--- config.mk ---
export PLATFORM = sky130hd
export DESIGN_NAME = multdiv_issue
export DESIGN_NICKNAME = d
export VERILOG_FILES = /design/src/rtl/multdiv_issue_pkg.sv /design/src/rtl/multdiv_timeout_counter.sv /design/src/rtl/multdiv_issue.sv
export SDC_FILE = /design/constraint.sdc
export NUM_CORES = 1
export LEC_CHECK = 0
export ABC_AREA = 1
export BUFFER_PORTS_ARGS = -buffer_cell sky130_fd_sc_hd__buf_2
export CORE_AREA = 2 2 101 103
export CTS_CLUSTER_DIAMETER = 60
export DETAILED_ROUTE_END_ITERATION = 10
export DIE_AREA = 0 0 103 105
export GPL_TIMING_DRIVEN = 0
export HOLD_SLACK_MARGIN = 0.12
export PLACE_DENSITY = 0.86
export SLEW_MARGIN = 20
export SYNTH_ARGS = -nofsm -noshare
export SYNTH_HDL_FRONTEND = slang
export SYNTH_SLANG_ARGS = --single-unit
--- constraint.sdc ---
create_clock -name clock -period 1.7 [get_ports clock]
set_input_delay 0.34 -clock clock [delete_from_list [all_inputs] [get_ports clock]]
set_output_delay 0.34 -clock clock [all_outputs]
set_load 0.005 [all_outputs]
--- src/rtl/multdiv_issue_pkg.sv ---
// Shared definitions for the multiply/divide issue block.
// Holds the issue FSM state encoding and the default status codes and
// status register index written back when the multdiv unit reports an
// exception.
package multdiv_issue_pkg;

  typedef enum logic [1:0] {
    ST_IDLE  = 2'd0,
    ST_START = 2'd1,
    ST_WAIT  = 2'd2,
    ST_WB    = 2'd3
  } state_t;

  localparam int          DEF_TIMEOUT_CYCLES = 64;
  localparam logic [31:0] DEF_MULT_STATUS    = 32'd4;
  localparam logic [31:0] DEF_DIV_STATUS     = 32'd5;
  localparam logic [4:0]  DEF_STATUS_REG     = 5'd30;

endpackage

--- src/rtl/multdiv_timeout_counter.sv ---
// Cycle counter bounding how long the issue FSM waits for the multdiv unit.
// Ports:
//   i_clock  rising-edge clock
//   i_reset  synchronous active-high reset
//   i_clr    synchronous clear (dominates enable)
//   i_en     count enable
//   o_tc     terminal count: counter equals TIMEOUT_CYCLES-1
module multdiv_timeout_counter #(
  parameter int TIMEOUT_CYCLES = 64,
  localparam int CNT_W = (TIMEOUT_CYCLES > 1) ? $clog2(TIMEOUT_CYCLES) : 1
) (
  input  logic i_clock,
  input  logic i_reset,
  input  logic i_clr,
  input  logic i_en,
  output logic o_tc
);

  localparam logic [CNT_W-1:0] TC_VAL = CNT_W'(TIMEOUT_CYCLES - 1);

  logic [CNT_W-1:0] r_count;

  always_ff @(posedge i_clock) begin
    if (i_reset || i_clr) begin
      r_count <= '0;
    end else if (i_en) begin
      r_count <= r_count + 1'b1;
    end
  end

  assign o_tc = (r_count == TC_VAL);

endmodule

--- src/rtl/multdiv_issue.sv ---
// Processor-side initiator for the shared multiply/divide unit.
// Latches a MULT/DIV from execute, pulses the unit's start control for one
// cycle, stalls the pipeline until data_resultRDY, then issues a single
// writeback: the result to rd, or a status code to STATUS_REG on exception.
// A wait longer than TIMEOUT_CYCLES aborts the op and sets sticky md_timeout.
// Ports:
//   clock, reset                   clock / synchronous active-high reset
//   issue_mult, issue_div          op presented by execute (MULT wins ties)
//   issue_rd, op_a, op_b           destination and operands of that op
//   md_ctrl_MULT, md_ctrl_DIV      one-cycle start pulses to the unit
//   md_operandA, md_operandB       latched operands, held during the op
//   md_result, md_exception,
//   md_resultRDY                   unit response
//   stall                          freeze fetch/decode/execute
//   wb_valid, wb_rd, wb_data       one-cycle writeback request
//   md_timeout                     sticky abort-by-timeout flag
module multdiv_issue
  import multdiv_issue_pkg::*;
#(
  parameter int          TIMEOUT_CYCLES = DEF_TIMEOUT_CYCLES,
  parameter logic [31:0] MULT_STATUS    = DEF_MULT_STATUS,
  parameter logic [31:0] DIV_STATUS     = DEF_DIV_STATUS,
  parameter logic [4:0]  STATUS_REG     = DEF_STATUS_REG
) (
  input  logic        clock,
  input  logic        reset,
  input  logic        issue_mult,
  input  logic        issue_div,
  input  logic [4:0]  issue_rd,
  input  logic [31:0] op_a,
  input  logic [31:0] op_b,
  output logic        md_ctrl_MULT,
  output logic        md_ctrl_DIV,
  output logic [31:0] md_operandA,
  output logic [31:0] md_operandB,
  input  logic [31:0] md_result,
  input  logic        md_exception,
  input  logic        md_resultRDY,
  output logic        stall,
  output logic        wb_valid,
  output logic [4:0]  wb_rd,
  output logic [31:0] wb_data,
  output logic        md_timeout
);

  state_t      r_state;
  state_t      w_next;
  logic        w_issue;
  logic        w_tc;
  logic        w_accept;
  logic        w_done;
  logic        w_abort;

  logic [31:0] r_op_a;
  logic [31:0] r_op_b;
  logic [4:0]  r_rd;
  logic        r_is_div;
  logic [31:0] r_result;
  logic        r_exc;
  logic        r_timeout;

  assign w_issue  = issue_mult | issue_div;
  assign w_accept = (r_state == ST_IDLE) && w_issue;
  // RDY is only meaningful in WAIT; in START it is still left over from the
  // previous operation.
  assign w_done   = (r_state == ST_WAIT) && md_resultRDY;
  assign w_abort  = (r_state == ST_WAIT) && !md_resultRDY && w_tc;

  // Counter runs only while waiting and restarts from zero on each op.
  multdiv_timeout_counter #(
    .TIMEOUT_CYCLES(TIMEOUT_CYCLES)
  ) u_timeout (
    .i_clock (clock),
    .i_reset (reset),
    .i_clr   (r_state != ST_WAIT),
    .i_en    (r_state == ST_WAIT),
    .o_tc    (w_tc)
  );

  always_ff @(posedge clock) begin
    if (reset) begin
      r_state <= ST_IDLE;
    end else begin
      r_state <= w_next;
    end
  end

  always_comb begin
    w_next = r_state;
    case (r_state)
      ST_IDLE:  if (w_issue) w_next = ST_START;
      ST_START: w_next = ST_WAIT;
      ST_WAIT: begin
        if (md_resultRDY) begin
          w_next = ST_WB;
        end else if (w_tc) begin
          w_next = ST_IDLE;
        end
      end
      ST_WB:    w_next = ST_IDLE;
      default:  w_next = ST_IDLE;
    endcase
  end

  always_ff @(posedge clock) begin
    if (reset) begin
      r_op_a    <= '0;
      r_op_b    <= '0;
      r_rd      <= '0;
      r_is_div  <= 1'b0;
      r_result  <= '0;
      r_exc     <= 1'b0;
      r_timeout <= 1'b0;
    end else begin
      if (w_accept) begin
        r_op_a   <= op_a;
        r_op_b   <= op_b;
        r_rd     <= issue_rd;
        r_is_div <= ~issue_mult;
      end
      if (w_done) begin
        r_result <= md_result;
        r_exc    <= md_exception;
      end
      if (w_abort) begin
        r_timeout <= 1'b1;
      end
    end
  end

  always_comb begin
    md_ctrl_MULT = 1'b0;
    md_ctrl_DIV  = 1'b0;
    stall        = 1'b0;
    wb_valid     = 1'b0;
    wb_rd        = '0;
    wb_data      = '0;
    case (r_state)
      ST_IDLE:  stall = w_issue;
      ST_START: begin
        stall        = 1'b1;
        md_ctrl_MULT = ~r_is_div;
        md_ctrl_DIV  = r_is_div;
      end
      ST_WAIT:  stall = 1'b1;
      ST_WB: begin
        if (r_exc) begin
          wb_valid = 1'b1;
          wb_rd    = STATUS_REG;
          wb_data  = r_is_div ? DIV_STATUS : MULT_STATUS;
        end else begin
          // Writes to r0 are dropped.
          wb_valid = (r_rd != 5'd0);
          wb_rd    = r_rd;
          wb_data  = r_result;
        end
      end
      default: ;
    endcase
  end

  assign md_operandA = r_op_a;
  assign md_operandB = r_op_b;
  assign md_timeout  = r_timeout;

endmodule
; Yosys cells after proc, flatten, opt, wreduce, memory -nomap -nowiden
; Index checks and enable logic that the tools add are counted.
[totals]
inputBits = 107
latchBits = 0
ramBits = 0
out_inout_bits = 106
reg_bits = 112
n_memories = 0
rom_bits = 0
[op_classes]
muxes = 14
add_sub_neg = 1
div = 0
reduce_logical = 10
bitwise_logic = 3
magnitude_cmp = 0
eq_ne = 7
n_shift = 0
mul = 0
[op_table]
columns = operator, n
row1 = $mux 32, 2
row2 = $mux 5, 2
row3 = $pmux 2 s4, 1
row4 = $add 6x1->6 const B, 1
row5 = $eq 6x6->1 const B, 1
row6 = $mux 2, 3
row7 = $mux 1, 5
row8 = $reduce_bool 5->1, 1
row9 = $eq 2x2->1 const B, 2
row10 = $logic_and 1x1->1, 4
row11 = $ne 2x2->1 const B, 2
row12 = $ne 3x3->1 const B, 1
row13 = $eq 2x1->1 const B, 1
row14 = $logic_not 2->1, 1
row15 = $not 1->1, 2
row16 = $pmux 1 s2, 1
row17 = $reduce_and 2->1, 1
row18 = $reduce_or 2->1, 1
row19 = $logic_not 1->1, 1
row20 = $logic_or 1x1->1, 1
row21 = $or 1x1->1, 1

; Depth between registers and ports, before layout
; Gate-level depths: netlist (run 1).
[logic_depth]
ltp_word = 4
mapped_depth = 8
mapped_depth_nobuf = 8

; Modules after synthesis
; A second synthesis (run 1) with hierarchy kept.
[unflattened]
hier_cells = 608
hier_area_um2 = 4388.0
[modules_own_cells]
columns = mod, instances, area_per_inst_um2, cells_per_inst
row1 = multdiv_issue, 1, 4120.2, 571
row2 = multdiv_timeout_counter, 1, 267.8, 37

; Worst setup path after synthesis (run 1)
; No wires, ideal clock.
[synth_path]
path_kind = flip-flop to output port
from = reg r_state[0]
to = out stall
setup_slack_ns = 0.180
arrival_ns = 1.180
path_stages_with_launch = 9
cell_sequence = dfxtp_1 inv_1 ha_1 o21ai_2 inv_2 buf_6 buf_6 nor2_1 nor2_1
[synth_between]
elab_chain_cells = 3
elab_cells_between_ends = 5
classes_between = 2 x eq/ne / 1 x mux / 2 x reduce/logical
[synth_rtl]
columns = item, line
row1 = start: declaration, multdiv_issue.sv:46  ; state_t r_state;
row2 = start signal: assignment, multdiv_issue.sv:84  ; r_state <= w_next;
row3 = $eq 2x1->1 or $eq 2x2->1 (tied branches), multdiv_issue.sv:138  ; case (r_state)
row4 = $reduce_or 2->1 (no source line), -
row5 = $pmux 1 s2 *, multdiv_issue.sv:138
row6 = end: declaration, multdiv_issue.sv:39  ; output logic stall,
; Mark *: on every way between the ends. The rest lies on a longest branch, timed or not.

; Worst setup path in the final report (run 1)
[layout_path]
from = reg r_state[1]
to = out wb_data[13]
[layout_between]
elab_chain_cells = 2
[layout_rtl]
columns = item, line
row1 = $eq 2x2->1, multdiv_issue.sv:138
row2 = $mux 32, multdiv_issue.sv:138
row3 = end: declaration, multdiv_issue.sv:42  ; output logic [31:0] wb_data,
; Every way passes these cells.

==> impl_metrics.yaml, run 1 <==
sta:
  setup_ws_ns: -0.0813
  setup_tns_ns: -1.25
  clock_skew_ns: 0.0153
  rsz0062_at_grt: "yes"
  max_freq_ghz: 0.561
  slew_headroom_pct: 68.4
  finalCriticalPeriod_ns: 1.78
  slew_violations: 0
  finalSetupViolations: 32
  worst_pin_slew_ns: 0.475
  fin_crit_sh_pct: 105
  hold_viol_final: 0
placement:
  dpl.hpwl_mm: 9.23
  dp.cells: 942
  io_buffers: 212
  place_worst_setup_slack_ns: -0.167
  gp_congestion: 0.827
min_path:
  min_path_type: "in2reg"
  holdCritStartpoint: "reset"
clocking:
  hold_buffers: 0
  cts_tree: "built"
  clk_path_buf_depth: 2
  clk_pin_slew_ns: 0.10
  h-tree-depth: 3
  cts_buffers: 9
  cts-root-buf: "clkbuf_8"
  clock-sinks: 112
  clk_latency_ns: 0.36
setup_path:
  critical-path-top-delay-family: "flip-flops"
  startpoint: "r_state[1]"
  crit_buf_inv: 2
  crit_path_end_kind: "output pin"
  reg2reg_from: "r_state[0]"
  crit_slowest_cell: "dfxtp_4"
  startpoint_type: "flop"
  worstSetupPathType: "reg2out"
  arrival_ns: 1.44
  crit_fanout: 8
  crit_path_cell_trace: "ha_4, buf_6, nand2_1, nor2_1, buf_2"
  required_ns: 1.36
  cpPeakStageDelay_ns: 0.39
grt:
  grt_pass1_wl_mm: 18.8
  grt_use_total_pct: 21.8
  antenna_found_initial: 0
  overflow: 0
  grt_max_degree: 19
  grt_pass1_vias: 4185
pwr:
  report.power.total_mw: 6.32
  power.internal_mw: 4.31
  p_per_area_nw_per_um2: 1050
  peakVddDrop_mv: 0.577
  p_leak_nw: 3.01
  seqPwrFrac_pct: 50.5
  swShare_pct: 31.8
  p_sw_mw: 2.01
  clkPwrFrac_pct: 23.2
  combPwrFrac_pct: 26.3
flow_run:
  maxCapViolations: 0
routing:
  via_per_inst: 4.73
  drt_iter0_markers: 150
  dr_total_vias: 4553
  drc: 0
  wl_per_cell_um: 12.8
  ant_nets: 0
  drt-total-wl_mm: 12.3
  first_pass_iters: 4
synthesis:
  seq_area_frac_synth_pct: 51.4
  syn-num-nets: 710
  synth_cells: 597
  yosysWarnings: 0
  ys_types: 21
  avgSynthCellArea_sq_um: 7.30
  syn_area_sq_um: 4360
  ys_ff_latch: 112
layout:
  finish.utilization_pct: 62.4
  fin_cells: 963
  syn2layout_area_growth_pct: 38.0
  num_antenna_cells: 0
  drive_above_1_share_pct: 36.3
  nNetsFinal: 939
  fill_cells: 912
run_status:
  status: "complete, but fails checks"
  violations: "setup timing"
floorplanning:
  die-area_sq_um: 10800
  start_util_pct: 45.2
  die_w_um: 103
  dieHeight_um: 105
  coreArea_sq_um: 9640
  num_io_pins: 213
  rows: 36
worst paths after layout:
check	endpoint	slack, ns	cells past startpoint
worst max-delay path	wb_data[13]	-0.08	5
worst max register to register	r_result[24]	0.12	8
worst min-delay path	r_state[1]	0.18	2
worst min register to register	u_timeout.r_count[0]	0.46	1
placed cells by master, fill, tap and decap left out:
| master | count |
|---|---|
| nor2_1 | 233 |
| buf_2 | 222 |
| dfxtp_1 | 109 |
| o21ai_0 | 95 |
| nand2_1 | 30 |
| inv_1 | 13 |
| a21oi_1 | 13 |
| nand2_2 | 11 |
| clkbuf_1 | 11 |
| o21ai_1 | 11 |
| clkbuf_8 | 10 |
| buf_6 | 9 |
| nor2_2 | 8 |
| buf_4 | 8 |
| clkbuf_2 | 6 |
| nand3_1 | 5 |
| inv_2 | 4 |
| nand2_4 | 4 |
| ha_1 | 3 |
| clkinvlp_4 | 3 |
| inv_4 | 2 |
| nor2_4 | 2 |
| nor3_1 | 2 |
| o21a_1 | 2 |
| ha_4 | 2 |
| dfxtp_4 | 2 |
| buf_8 | 1 |
| o21ai_4 | 1 |
| o21ai_2 | 1 |
| o31ai_1 | 1 |
| o21bai_1 | 1 |
| ha_2 | 1 |
| clkinv_4 | 1 |
| inv_8 | 1 |
| clkbuf_16 | 1 |
| dfxtp_2 | 1 |
layout make-up:
| class | instances | area (sq um) | area share [%] |
|---|---|---|---|
| clock inverters | 5 | 42.5 | 0.707 |
| flip-flops and latches | 112 | 2250 | 37.4 |
| well taps | 133 | 166 | 2.76 |
| inverters | 19 | 76.3 | 1.27 |
| repair buffers | 222 | 1170 | 19.5 |
| multi-input cells | 426 | 1960 | 32.6 |
| clock buffers | 10 | 138 | 2.29 |
| plain buffers | 36 | 213 | 3.53 |
cell usage after synthesis:
library cell / count / area [sq um]
a21oi_1: 13 / 65.1
buf_2: 13 / 65.1
buf_4: 2 / 15.0
buf_6: 5 / 56.3
clkbuf_1: 18 / 67.6
clkbuf_2: 2 / 10.0
dfxtp_1: 112 / 2240
ha_1: 6 / 75.1
inv_1: 16 / 60.1
inv_2: 3 / 11.3
nand2_1: 44 / 165
nand2_2: 1 / 6.26
nand3_1: 5 / 25.0
nor2_1: 243 / 912
nor3_1: 2 / 10.0
o21a_1: 2 / 15.0
o21ai_0: 97 / 485
o21ai_1: 10 / 50.1
o21ai_2: 1 / 8.76
o21bai_1: 1 / 7.51
o31ai_1: 1 / 7.51
cell families after synthesis:
| family | after synthesis | synth area share, % |
|---|---|---|
| buffers and inverters | 59 | 6.54 |
| DFF | 112 | 51.4 |
| and+or+nand+nor | 295 | 25.7 |
| adders and majority gates | 6 | 1.72 |
| AOI/OAI and AO/OA | 125 | 14.7 |
timing repair:
item / in CTS / in global routing
endpoints found under the setup margin: 40 / 54
cloned: 2 / 1
pin swaps: 3 / 22
resized for setup: 43 / 28
buffers inserted: 7 / 0
registers in the layout, indices dropped and copies added (netlist names):
signal,count
u_timeout.r_count,6
r_rd,5
r_result,32
r_state,2
md_operandB,32
md_operandA,32
r_is_div,1
r_exc,1
md_timeout,1
metrics by stage:
stage | instance area [sq um] | hold slack, ns
final | 6020 | 0.185
after global routing | 6020 | 0.173
after CTS | 5940 | 0.167
after detailed placement | 5590 | 0.439
after global placement | 5590 | 0.436
after floorplan | 4360 | 0.409
layer usage:
layer  track usage, %  share of wire [%]
met5                0                  0
met4             5.64               0.62
met1             25.6                 42
met2             38.0                 49
met3             6.56                8.6
power by group through the flow:
stage	Sequential, mW	Combinational, mW	Clock [mW]
after CTS	3.18	1.69	1.52
after global routing	3.23	1.89	1.60
final	3.19	1.66	1.47
after floorplan	3.24	0.876	0
after detailed placement	3.23	1.57	0
after global placement	3.21	1.55	0
No activity file was read; power rests on OpenSTA's default activity.
==> run 2, diff against run 1 <==
CORE_AREA = 2 2 83 125   (was 2 2 101 103)
DIE_AREA = 0 0 85 127   (was 0 0 103 105)
REMOVE_ABC_BUFFERS = 1   (was unset)
==> run 2 against run 1 <==
Compared with the run above: the run still ends with setup timing left; cell count is 3.8% lower; worst hold slack better by 0.018 ns; design area is 1.1% higher; utilization is 0.72 points higher; die area is 0.18% lower; combinational power is 12% higher; critical path depth is 1 higher; global-route usage is 2.2 points higher; wire length is 11% higher; setup slack worse by 0.036 ns; clock skew is 0.0077 ns lower.
==> impl_metrics.yaml, run 2 (synthesized netlist as in run 1, its figures left out) <==
clocking:
  cts-root-buf: "clkbuf_16"
  clock-sinks: 112
  cts_buffers: 9
  clk_pin_slew_ns: 0.08
  h-tree-depth: 3
  cts_tree: "built"
  clk_path_buf_depth: 2
  clk_latency_ns: 0.34
pwr:
  p_per_area_nw_per_um2: 1180
  peakVddDrop_mv: 0.821
  p_leak_nw: 3.02
  report.power.total_mw: 7.18
placement:
  io_buffers: 212
  gp_congestion: 0.830
  dpl.hpwl_mm: 7.84
setup_path:
  reg2reg_from: "r_state[1]"
  reg2reg_to: "r_rd[4]"
  reg2reg_depth: 8
  endpoint: "wb_data[10]"
  crit_path_cell_trace: "ha_4, buf_2, buf_4, nand2_1, nor2_1, buf_2"
  cpPeakStageDelay_ns: 0.39
  required_ns: 1.36
  crit_path_end_kind: "output pin"
  r2r_setup_slack_ns: 0.05
  worstSetupPathType: "reg2out"
  startpoint: "r_state[1]"
  crit_path_frequent_cell: "buf_2"
  crit_fanout: 6
  arrival_ns: 1.48
  crit_slowest_cell: "dfxtp_4"
  startpoint_type: "flop"
layout:
  nNetsFinal: 920
  num_antenna_cells: 0
  drive_above_1_share_pct: 33.9
  layout_common_cells: "240 x nor2_1, 213 x buf_2, 109 x dfxtp_1, 97 x o21ai_0, 43 x nand2_1"
  finish.utilization_pct: 63.2
  layout_commonest_cell: "nor2_1"
  syn2layout_area_growth_pct: 39.6
  fill_cells: 830
sta:
  worst_pin_slew_ns: 0.847
  rsz0062_at_grt: "yes"
  clock_skew_ns: 0.00762
  finalSetupViolations: 23
  fin_crit_sh_pct: 107
  slew_violations: 0
  finalCriticalPeriod_ns: 1.82
  hold_viol_final: 0
  max_freq_ghz: 0.550
  setup_ws_ns: -0.117
  slew_headroom_pct: 43.6
routing:
  ant_nets: 0
  wl_per_cell_um: 14.8
  drt-total-wl_mm: 13.7
  via_per_inst: 5.14
  drc: 0
  dr_total_vias: 4757
  first_pass_iters: 7
  drt_iter0_markers: 334
min_path:
  holdCritStartpoint: "reset"
  min_path_type: "in2reg"
grt:
  antenna_found_initial: 0
  grt_pass1_wl_mm: 20.7
  grt_max_degree: 106
  grt_use_total_pct: 24.0
  grt_pass1_vias: 4419
  overflow: 0
run_status:
  violations: "setup timing"
  status: "complete, but fails checks"
floorplanning:
  dieHeight_um: 127
  coreArea_sq_um: 9630
  die-area_sq_um: 10800
  rows: 44
  num_io_pins: 213
  start_util_pct: 45.3
  die_w_um: 85
flow_run:
  maxCapViolations: 0
-- run 2: changes by cell type in the layout (fill, tap and decap cells not counted), sizes merged --
cell	previous run	this run
buf	240	236
bufbuf	0	1
clkinvlp	3	1
clkinv	1	2
inv	20	22
clkbuf	28	10
bufinv	0	1
-- run 2: routing by layer --
layer / wire length, um / global-route usage, %
met1: 5020 / 26.2
met2: 6980 / 43.2
met3: 1230 / 5.75
met4: 465 / 11.0
met5: 0 / 0
-- run 2: worst min path at each step --
stage	end	depth (start not counted)
6_report	r_state[1]	2
5_1_grt	r_state[1]	2
4_1_cts	r_state[1]	2
3_5_place_dp	u_timeout.r_count[0]	1
3_3_place_gp	u_timeout.r_count[0]	1
2_1_floorplan	r_state[1]	1
-- run 2: repair_timing --
| action | 4_1_cts | 5_1_grt |
|---|---|---|
| setup buffers | 19 | 4 |
| cloned | 3 | 0 |
| gates resized for setup | 25 | 15 |
| pin swaps | 2 | 5 |
| hold buffers | 0 | 0 |
| setup endpoints to repair | 139 | 107 |
-- run 2: worst max-delay path: cells and delay by family (launching register included) --
| kind | cells | cell delay, ns |
|---|---|---|
| adders and majority gates | 1 | 0.19 |
| buffers and inverters | 3 | 0.43 |
| DFF | 1 | 0.39 |
| and+or+nand+nor | 2 | 0.12 |
-- run 2: layout make-up --
type                    instances  area (sq um)  area share [%]
flip-flops and latches        112          2250            37.0
inverters                      19           103            1.69
clock buffers                  10           239            3.93
clock inverters                 5          66.3            1.09
repair inverters                2          17.5           0.288
well taps                     115           144            2.36
repair buffers                237          1340            21.9
multi-input cells             426          1930            31.7
-- run 2: metrics by stage --
stage / setup slack [ns] / area, sq um / hold slack (ns) / setup TNS [ns] / instances
after floorplan: -1.09 / 4150 / 0.409 / -58.93 / 557
after global placement: -2.98 / 5350 / 0.436 / -204.49 / 884
after detailed placement: -0.671 / 5420 / 0.448 / -42.03 / 886
after CTS: -0.0769 / 6010 / 0.199 / -0.401 / 923
after global routing: -0.161 / 6090 / 0.198 / -3.04 / 926
final: -0.117 / 6090 / 0.203 / -1.26 / 926
-- run 2: where the power goes --
group / leakage, nW / switching, mW / internal [mW]
clock network: 0.147 / 0.948 / 1.19
logic: 1.94 / 1.05 / 0.804
registers: 0.924 / 0.187 / 2.99
==> run 3, diff against run 2 <==
CELL_PAD_IN_SITES_DETAIL_PLACEMENT = 1   (was unset)
CELL_PAD_IN_SITES_GLOBAL_PLACEMENT = 1   (was unset)
CORE_AREA = 2 2 136 112   (was 2 2 83 125)
DIE_AREA = 0 0 138 114   (was 0 0 85 127)
==> run 3 against run 2 <==
Compared with the run above: the flow still finishes with violations (setup timing); sequential cell count unchanged; sequential share of layout area is 0.16 points lower; clock power down 6%; critical path depth unchanged; clock skew about the same; non-clock buffer count shrank 9; cell count up 7.3%; first-iteration DRC count decreased by 42%; die area increased by 46%; largest power group unchanged.
==> impl_metrics.yaml, run 3 (synthesized netlist as in run 1, its figures left out) <==
flow_run:
  maxCapViolations: 0
setup_path:
  crit_path_end_kind: "output pin"
  required_ns: 1.36
  crit_path_cell_trace: "buf_12, ha_4, buf_12, nand2_1, nor2_1, buf_2"
  worstSetupPathType: "reg2out"
  crit_slowest_cell: "dfxtp_4"
  startpoint_type: "flop"
  cpPeakStageDelay_ns: 0.38
  crit_path_frequent_cell: "buf_12"
  arrival_ns: 1.47
  crit_fanout: 14
sta:
  setup_tns_ns: -3.05
  slew_headroom_pct: 69.3
  worst_pin_slew_ns: 0.460
  finalSetupViolations: 39
  finalCriticalPeriod_ns: 1.81
  slew_violations: 0
  max_freq_ghz: 0.552
  clock_skew_ns: 0.00712
  rsz0062_at_grt: "yes"
  fin_crit_sh_pct: 107
  hold_viol_final: 0
  setup_ws_ns: -0.111
placement:
  dpl.hpwl_mm: 10.0
  io_buffers: 212
  place_worst_setup_slack_ns: -0.614
  gp_congestion: 0.730
  dp.cells: 961
layout:
  nNetsFinal: 912
  layout_commonest_cell: "nor2_1"
  fill_cells: 1894
  multi_input_area_sq_um: 1920
  syn2layout_area_growth_pct: 40.2
  drive_above_1_share_pct: 33.3
  seq_area_sq_um: 2250
  fin_cells: 994
  layout_common_cells: "240 x nor2_1, 212 x buf_2, 109 x dfxtp_1, 95 x o21ai_0, 44 x nand2_1"
floorplanning:
  rows: 40
  coreArea_sq_um: 14500
  die-area_sq_um: 15700
  dieHeight_um: 114
  start_util_pct: 30.0
  num_io_pins: 213
  die_w_um: 138
clocking:
  cts_buffers: 9
  cts_tree: "built"
  cts-root-buf: "clkbuf_16"
  clk_pin_slew_ns: 0.07
  clock-sinks: 112
  h-tree-depth: 3
  hold_buffers: 0
  clk_latency_ns: 0.35
  clk_path_buf_depth: 2
pwr:
  p_per_area_nw_per_um2: 1150
  swShare_pct: 31.5
  power.internal_mw: 4.81
  p_leak_nw: 2.96
  seqPwrFrac_pct: 45.3
  p_sw_mw: 2.21
  peakVddDrop_mv: 0.652
  clkPwrFrac_pct: 28.8
  combPwrFrac_pct: 25.9
routing:
  ant_nets: 0
  dr_total_vias: 4633
  via_per_inst: 4.66
  drt_iter0_markers: 193
  wl_per_cell_um: 15.3
  first_pass_iters: 4
  drc: 0
  drt-total-wl_mm: 15.2
grt:
  antenna_found_initial: 1
  grt_pass1_wl_mm: 24.0
  grt_use_total_pct: 19.3
  grt_max_degree: 73
  grt_pass1_vias: 4615
  overflow: 0
run_status:
  violations: "setup timing"
  status: "complete, but fails checks"
min_path:
  min_path_type: "in2reg"
## run 3: cell types whose count changed in the layout (fill, tap and decap cells not counted), sizes merged
cell      before  now
clkinvlp       1    2
buf          236  228
clkinv         2    3
diode          0    1
bufbuf         1    0
o21ai        108  109
inv           22   21
## run 3: power groups by stage
stage               clock network [mW]  logic [mW]  registers (mW)
global route                      2.22        2.04            3.23
finish                            2.02        1.82            3.18
global placement                     0        1.44            3.22
floorplan                            0       0.741            3.25
detailed placement                   0        1.55            3.25
CTS                               2.11        1.80            3.18
## run 3: cell type report
cell class	instances	area share (%)
Clock inverter	6	0.696
Clock buffer	10	3.91
Multi-Input combinational cell	427	31.4
Tap cell	189	3.87
Sequential cell	112	36.9
Inverter	19	1.84
Timing Repair Buffer	228	21.1
Timing Repair inverter	2	0.287
Antenna cell	1	0.0409
## run 3: worst paths after layout
kind / startpoint / to / slack (ns) / cells after the start
worst max-delay path: r_state[1] / wb_data[24] / -0.11 / 6
worst min-delay path: reset / r_state[1] / 0.20 / 2
worst max register to register: r_state[1] / r_state[1] / 0.02 / 6
worst min register to register: u_timeout.r_count[0] / u_timeout.r_count[0] / 0.46 / 1
## run 3: layer usage
layer	global-route usage, %	wire length (um)	part of all wire (%)
met5	0	0	0
met4	6.19	311	2.0
met3	7.05	1210	8.0
met2	35.4	7650	50
met1	20.9	6050	40
## run 3: what timing repair did
item,in CTS,in global routing
pin swaps,2,2
setup endpoints to repair,142,58
gates cloned,3,0
setup buffers,12,2
gates resized for setup,28,12
## run 3: per-stage QoR
stage	power (mW)	hold WS (ns)	area, sq um	utilization, %
floorplan	3.99	0.409	4150	-
global placement	4.66	0.437	5440	37.5
detailed placement	4.80	0.453	5530	38.1
CTS	7.10	0.186	6060	41.8
global route	7.49	0.193	6110	42.1
finish	7.02	0.201	6110	42.1
## run 3: worst max-delay path: cells and delay by family (launching register included)
family,cells,cell delay (ns)
and+or+nand+nor,2,0.16
DFF,1,0.38
adders and majority gates,1,0.19
buffers and inverters,3,0.39
